## config.mk

```make
export PLATFORM = sky130hd
export DESIGN_NAME = fft_frame_streamer
export DESIGN_NICKNAME = d
export VERILOG_FILES = /design/src/rtl/fft_pkg.sv /design/src/rtl/fft_mag_approx.sv /design/src/rtl/fft_frame_streamer.sv
export SDC_FILE = /design/constraint.sdc
export NUM_CORES = 1
export LEC_CHECK = 0
export BUFFER_PORTS_ARGS = -buffer_cell sky130_fd_sc_hd__buf_4
export CELL_PAD_IN_SITES_DETAIL_PLACEMENT = 1
export CELL_PAD_IN_SITES_GLOBAL_PLACEMENT = 1
export CORE_AREA = 4 4 192 288
export CTS_CLUSTER_SIZE = 12
export DETAILED_ROUTE_END_ITERATION = 10
export DIE_AREA = 0 0 196 292
export PLACE_DENSITY_LB_ADDON = 0.1
export SLEW_MARGIN = 20
export SYNTH_ARGS = -nofsm -noshare
export SYNTH_HDL_FRONTEND = slang
export SYNTH_HIERARCHICAL = 1
export SYNTH_SLANG_ARGS = --single-unit
```

## constraint.sdc

```tcl
create_clock -name clock -period 3.35 [get_ports clock]
set_clock_uncertainty 0.1 [all_clocks]
set_input_delay 0.67 -clock clock [delete_from_list [all_inputs] [get_ports clock]]
set_output_delay 0.67 -clock clock [all_outputs]
set_load 0.03 [all_outputs]
```

## src/rtl/fft_pkg.sv

```systemverilog
// Shared types and constants for the FFT output streamer.
// Frame geometry (NPT bins of DW bits each) and the bin unpack helper
// live here so the streamer and any sibling blocks agree on packing.
package fft_pkg;
  localparam int NPT   = 16;
  localparam int DW    = 16;
  localparam int IDX_W = $clog2(NPT);

  typedef enum logic [1:0] {IDLE, WAIT, STREAM} state_t;

  // Bin k of a packed frame sits at [k*DW +: DW].
  function automatic logic [DW-1:0] bin_of(input logic [NPT*DW-1:0] frame,
                                           input logic [IDX_W-1:0]  k);
    return frame[k*DW +: DW];
  endfunction
endpackage

```

## src/rtl/fft_mag_approx.sv

```systemverilog
// Alpha-max-beta-min magnitude estimate: max(|x|,|y|) + min(|x|,|y|)/2.
// Works in DW+1 bits so |-2^(DW-1)| = 2^(DW-1) does not wrap; the sum
// peaks at 3*2^(DW-2), which still fits in DW+1 bits.
module fft_mag_approx
  import fft_pkg::*;
(
  input  logic [DW-1:0] x,
  input  logic [DW-1:0] y,
  output logic [DW:0]   mag
);
  logic [DW:0] sx, sy, ax, ay, mx, mn;

  // Sign-extend, take absolute values, order them and shift-add.
  always_comb begin
    sx  = {x[DW-1], x};
    sy  = {y[DW-1], y};
    ax  = sx[DW] ? (~sx + (DW+1)'(1)) : sx;
    ay  = sy[DW] ? (~sy + (DW+1)'(1)) : sy;
    mx  = (ax > ay) ? ax : ay;
    mn  = (ax > ay) ? ay : ax;
    mag = mx + (mn >> 1);
  end
endmodule

```

## src/rtl/fft_frame_streamer.sv

```systemverilog
// Consumer end of the FFT output: waits LATENCY cycles after start, captures
// the packed real/imag frames, then streams the NPT bins in natural order
// over valid/ready.  Define FFT_STREAM_MAG_EN to add the out_mag port fed by
// an alpha-max-beta-min estimator on the current bin.
module fft_frame_streamer
  import fft_pkg::*;
#(
  parameter int LATENCY = 16
)(
  input  logic              clock,
  input  logic              reset,
  input  logic              start,
  input  logic [NPT*DW-1:0] x_frame,
  input  logic [NPT*DW-1:0] y_frame,
  input  logic              out_ready,
  output logic              out_valid,
  output logic [DW-1:0]     out_x,
  output logic [DW-1:0]     out_y,
  output logic [IDX_W-1:0]  out_index,
  output logic              out_last,
  output logic              busy,
  output logic              overrun
`ifdef FFT_STREAM_MAG_EN
  ,
  output logic [DW:0]       out_mag
`endif
);
  localparam int              LAT_W    = 8;
  localparam logic [LAT_W-1:0] LAT_INIT = LAT_W'(LATENCY - 1);
  localparam logic [IDX_W-1:0] IDX_LAST = IDX_W'(NPT - 1);

  state_t             state_q, state_d;
  logic [LAT_W-1:0]   lat_q, lat_d;
  logic [IDX_W-1:0]   idx_q, idx_d;
  logic               cap;
  logic [NPT*DW-1:0]  xbuf, ybuf;
  logic               overrun_q;

  // State, latency counter and bin index registers.
  always_ff @(posedge clock) begin
    if (reset) begin
      state_q <= IDLE;
      lat_q   <= '0;
      idx_q   <= '0;
    end else begin
      state_q <= state_d;
      lat_q   <= lat_d;
      idx_q   <= idx_d;
    end
  end

  // Next-state: count down the FFT latency, capture, then walk the bins.
  always_comb begin
    state_d = state_q;
    lat_d   = lat_q;
    idx_d   = idx_q;
    cap     = 1'b0;
    case (state_q)
      IDLE: begin
        if (start) begin
          state_d = WAIT;
          lat_d   = LAT_INIT;
        end
      end
      WAIT: begin
        if (lat_q == '0) begin
          cap     = 1'b1;
          state_d = STREAM;
          idx_d   = '0;
        end else begin
          lat_d = lat_q - LAT_W'(1);
        end
      end
      STREAM: begin
        if (out_ready) begin
          if (idx_q == IDX_LAST) begin
            state_d = IDLE;
            idx_d   = '0;
          end else begin
            idx_d = idx_q + IDX_W'(1);
          end
        end
      end
      default: state_d = IDLE;
    endcase
  end

  // Frame buffer: the only copy of the result once the FFT moves on.
  always_ff @(posedge clock) begin
    if (reset) begin
      xbuf <= '0;
      ybuf <= '0;
    end else if (cap) begin
      xbuf <= x_frame;
      ybuf <= y_frame;
    end
  end

  // Sticky flag for a start that arrived while a frame was in flight.
  always_ff @(posedge clock) begin
    if (reset)
      overrun_q <= 1'b0;
    else if (start && (state_q != IDLE))
      overrun_q <= 1'b1;
  end

  assign out_valid = (state_q == STREAM);
  assign out_x     = bin_of(xbuf, idx_q);
  assign out_y     = bin_of(ybuf, idx_q);
  assign out_index = idx_q;
  assign out_last  = out_valid && (idx_q == IDX_LAST);
  assign busy      = (state_q != IDLE);
  assign overrun   = overrun_q;

`ifdef FFT_STREAM_MAG_EN
  fft_mag_approx u_mag (
    .x   (out_x),
    .y   (out_y),
    .mag (out_mag)
  );
`endif
endmodule

```

==> summary.md <==
- 5 — iteration count of the initial detailed-routing pass
- simple AND/OR/NAND/NOR gates — main combinational cell family by area after synthesis
- 53 — clock buffer count from CTS
- 10.4 nW — leakage power
- 527 — synthesis-stage register bit count
- 14.1% — synthesized-area fraction occupied by ao, oa, aoi and oai cells
- 0.304 GHz — peak clock frequency supported by timing
- clkbuf_16 — root buffer cell
- 48.0% — area share of the leading cell type in the synthesized netlist
- input port to flip-flop — Hold/Removal Path Class
- 52.9% — met2 demand-to-capacity share in global routing
- 34 — Worst Path Max Fanout
- 7 — cell depth of the worst flop-to-flop path
- 29.3% — All-Layer GR Usage
- 6 — Yosys warnings
- 19.2% — simple-gate portion of the synthesized area
- 27.1% — fraction of final layout cells with drive strength greater than 1
- 8.51 sq um — mean instance size in the synthesized netlist
- 555 — count of input and output buffers
- 3.29 ns — min cycle time layout
- 103 — Core Rows
- 2.58 ns — data required time at the worst endpoint
- flip-flop — sort of element at the start of the critical path
- 22.0k — vias in the first global route
- 3 — Min-Delay Path Depth
- 515 nW/um^2 — areal power density over the cells
- 196 microns — overall die width
- primary output — endpoint kind of the worst setup timing path
- 2583 — Cells after Synth
- 22000 sq um — Post-Syn Area
- 0.60 ns — Clk Latency, worst-skew pair
- 1327 — number of violations reported at the end of detailed-routing iteration 0
- 2 — total number of H-tree levels
- 0 ns — Post-Route Setup TNS
- 28.6% — Area growth, synth to finish
- 20.7k — total via count in the routed design
- 292 microns — die span in y
- 3538 — Net count, final
- 5.55 — detailed-route vias per instance
- 10600 sq um — flip-flop and latch area
- 38.9% — slew margin rel.
- 130 mm — wire length of the first global-routing pass
- 0.916 ns — slew at the pin with the worst max-slew slack
- 65.6 mm — post-DP HPWL
- met2 — layer with the highest usage after global routing
- 10400 sq um — area of the multi-input gates
- dfxtp_1 — Top FF cell, synth
- 0.387 mV — maximum ir drop on the vdd rail
- 3102 — syn nets
- 4.54% — met3 usage in global routing
- 23.6 microns — routed length per placed instance
- finished, final reports clean — outcome
- 0.06 ns — Reg clk slew, reported paths
- 48.0% — Seq/Total Area, Yosys
- yes — RSZ-0062 raised after global routing
- 33.4% — met1 track utilization from global routing
- dfxtp_1 — top cell type by total area after synthesis
- 0 — # DRC
- 98.3% — final critical-path share of the clock period
- 0 — GRT Residual Overflow
- 0.0797% — area share of xor/xnor cells in the synthesized design
- built — TritonCTS clock tree
- dfxtp_1 48%, nand2_1 18%, mux4_2 13% — most area-consuming cells after synthesis
- 0 — count of hold-fix buffers inserted at cts
- 41.8% — Starting Density
- 0 — number of pins with negative max-slew slack in the final report
- 3732 — post-route insts no fill
- 1 — number of antenna violations at the first check in global routing
- 57200 sq um — area enclosed by the die boundary
- 149 — largest net degree at the start of global routing
- 88.1 mm — Post-Route WL
- 0.171% — area share of fa/ha/maj cells after synthesis
- flip-flop to primary output — type of the worst setup path
- 0% — async set-reset flop share out of synthesis
- 38 — count of unique library cells instantiated by Yosys
- 527 — clock sink total
- 0 — final setup violation count
- 2.52 ns — CP Data Arrival Time
- 0 — Max Cap Viol
- 556 — IO Pins
- 0 — number of routed nets with antenna violations
- 6269 — fill cell total of the finished layout
- 52600 sq um — placeable core region
- 13.2% — share of synthesized area spent on multiplexers
- 0 — count of flip-flops with a built-in enable after synthesis
- 0 — Hold Vio Cnt, Final
- 3645 — Post-Place Cells
- 3 — Bufs on Longest Clock Path
- 0.886 — final weighted congestion of routability-driven global placement
critical path: stages (launching register included):
cell     delay (ns)
dfxtp_4        0.44
buf_16         0.28
mux4_2         0.58
o22ai_1        0.30
nor2_1         0.12
buf_4          0.19
registers in the layout, summed over array words and instances (netlist names):
register and cells:
xbuf 256, ybuf 256, lat_q 8, out_index 4, state_q 2, overrun 1
through the flow:
stage               area [sq um]  power [mW]  utilization, %  worst slack (ns)  hold slack (ns)
floorplan                  22000        8.05               -             0.541            0.333
global placement           26500        8.95            50.3             0.446            0.339
detailed placement         26500        9.02            50.3             0.448            0.346
CTS                        28100        14.6            53.5           -0.0282            0.190
global route               28300        15.1            53.7           -0.0250            0.199
finish                     28300        14.6            53.7            0.0563            0.217
kinds of logic (layout without fill, tap and decap cells):
| kind of cell | after synthesis | count (layout) |
|---|---|---|
| xor gates and xnor gates | 2 | 2 |
| other | 0 | 1 |
| buffers and inverters | 223 | 689 |
| and+or+nand+nor | 1102 | 1102 |
| DFF | 527 | 527 |
| adders and majority gates | 3 | 3 |
| AOI/OAI and AO/OA | 596 | 596 |
| muxes | 130 | 130 |
worst paths after layout:
kind	startpoint	slack (ns)	end
worst min register to register	xbuf[21]$_SDFFE_PP0P_	0.35	xbuf[21]$_SDFFE_PP0P_
worst max-delay path	out_index[1]$_SDFFE_PP0P_	0.06	out_x[15]
worst max register to register	lat_q[1]$_SDFFE_PP0P_	0.61	xbuf[106]$_SDFFE_PP0P_
worst min-delay path	x_frame[49]	0.22	xbuf[49]$_SDFFE_PP0P_
report_power, final:
part           total, mW  internal, mW  leakage, nW  switching, mW
registers           6.89          6.63         4.27          0.254
clock network       5.66          3.19        0.793           2.47
logic               2.02         0.877         5.35           1.14
placed cells by master, fill, tap and decap left out, drive strengths merged, types with 3 or more instances in the layout:
master	netlist	layout
inv	5	6
nor3	4	4
o22ai	65	65
dfxtp	527	527
a21oi	519	519
buf	127	599
nand2b	5	5
mux4	128	128
clkinv	0	6
o21ai	3	3
clkbuf	91	78
or3	4	4
ha	3	3
nand2	1034	1034
nor2	41	41
cell type report:
cell class	count	area share (%)
Timing Repair Buffer	599	17.0
Clock inverter	7	0.137
Clock buffer	78	5.53
Sequential cell	527	37.4
Tap cell	682	3.02
Multi-Input combinational cell	1833	36.9
Inverter	5	0.0664
Antenna cell	1	0.00885
synthesized netlist by cell type, types with 2 or more instances:
cell / count
nand2_1: 1034
dfxtp_1: 527
a21oi_1: 519
mux4_2: 128
clkbuf_1: 91
buf_2: 74
o22ai_1: 65
nor2_1: 41
buf_4: 35
buf_6: 11
buf_1: 7
inv_1: 5
nand2b_1: 5
nor3_1: 4
or3_1: 4
ha_1: 3
o21ai_0: 3
a211oi_1: 2
a311oi_1: 2
and3b_1: 2
nand3_1: 2
nor3b_1: 2
or2_2: 2
routing by layer:
metal  wire length (microns)  vias to the layer above
met2                   45500                      752
met3                    4910                      170
met4                    5070                        0
met1                   32500                    10200
met5                       0                        -
li1                        -                     9573
timing repair:
item                                    4_1_cts  5_1_grt
setup buffers                                 1        0
endpoints found under the setup margin       28       19
resized for setup                            13       21
Power figures use the tool's default switching activity.
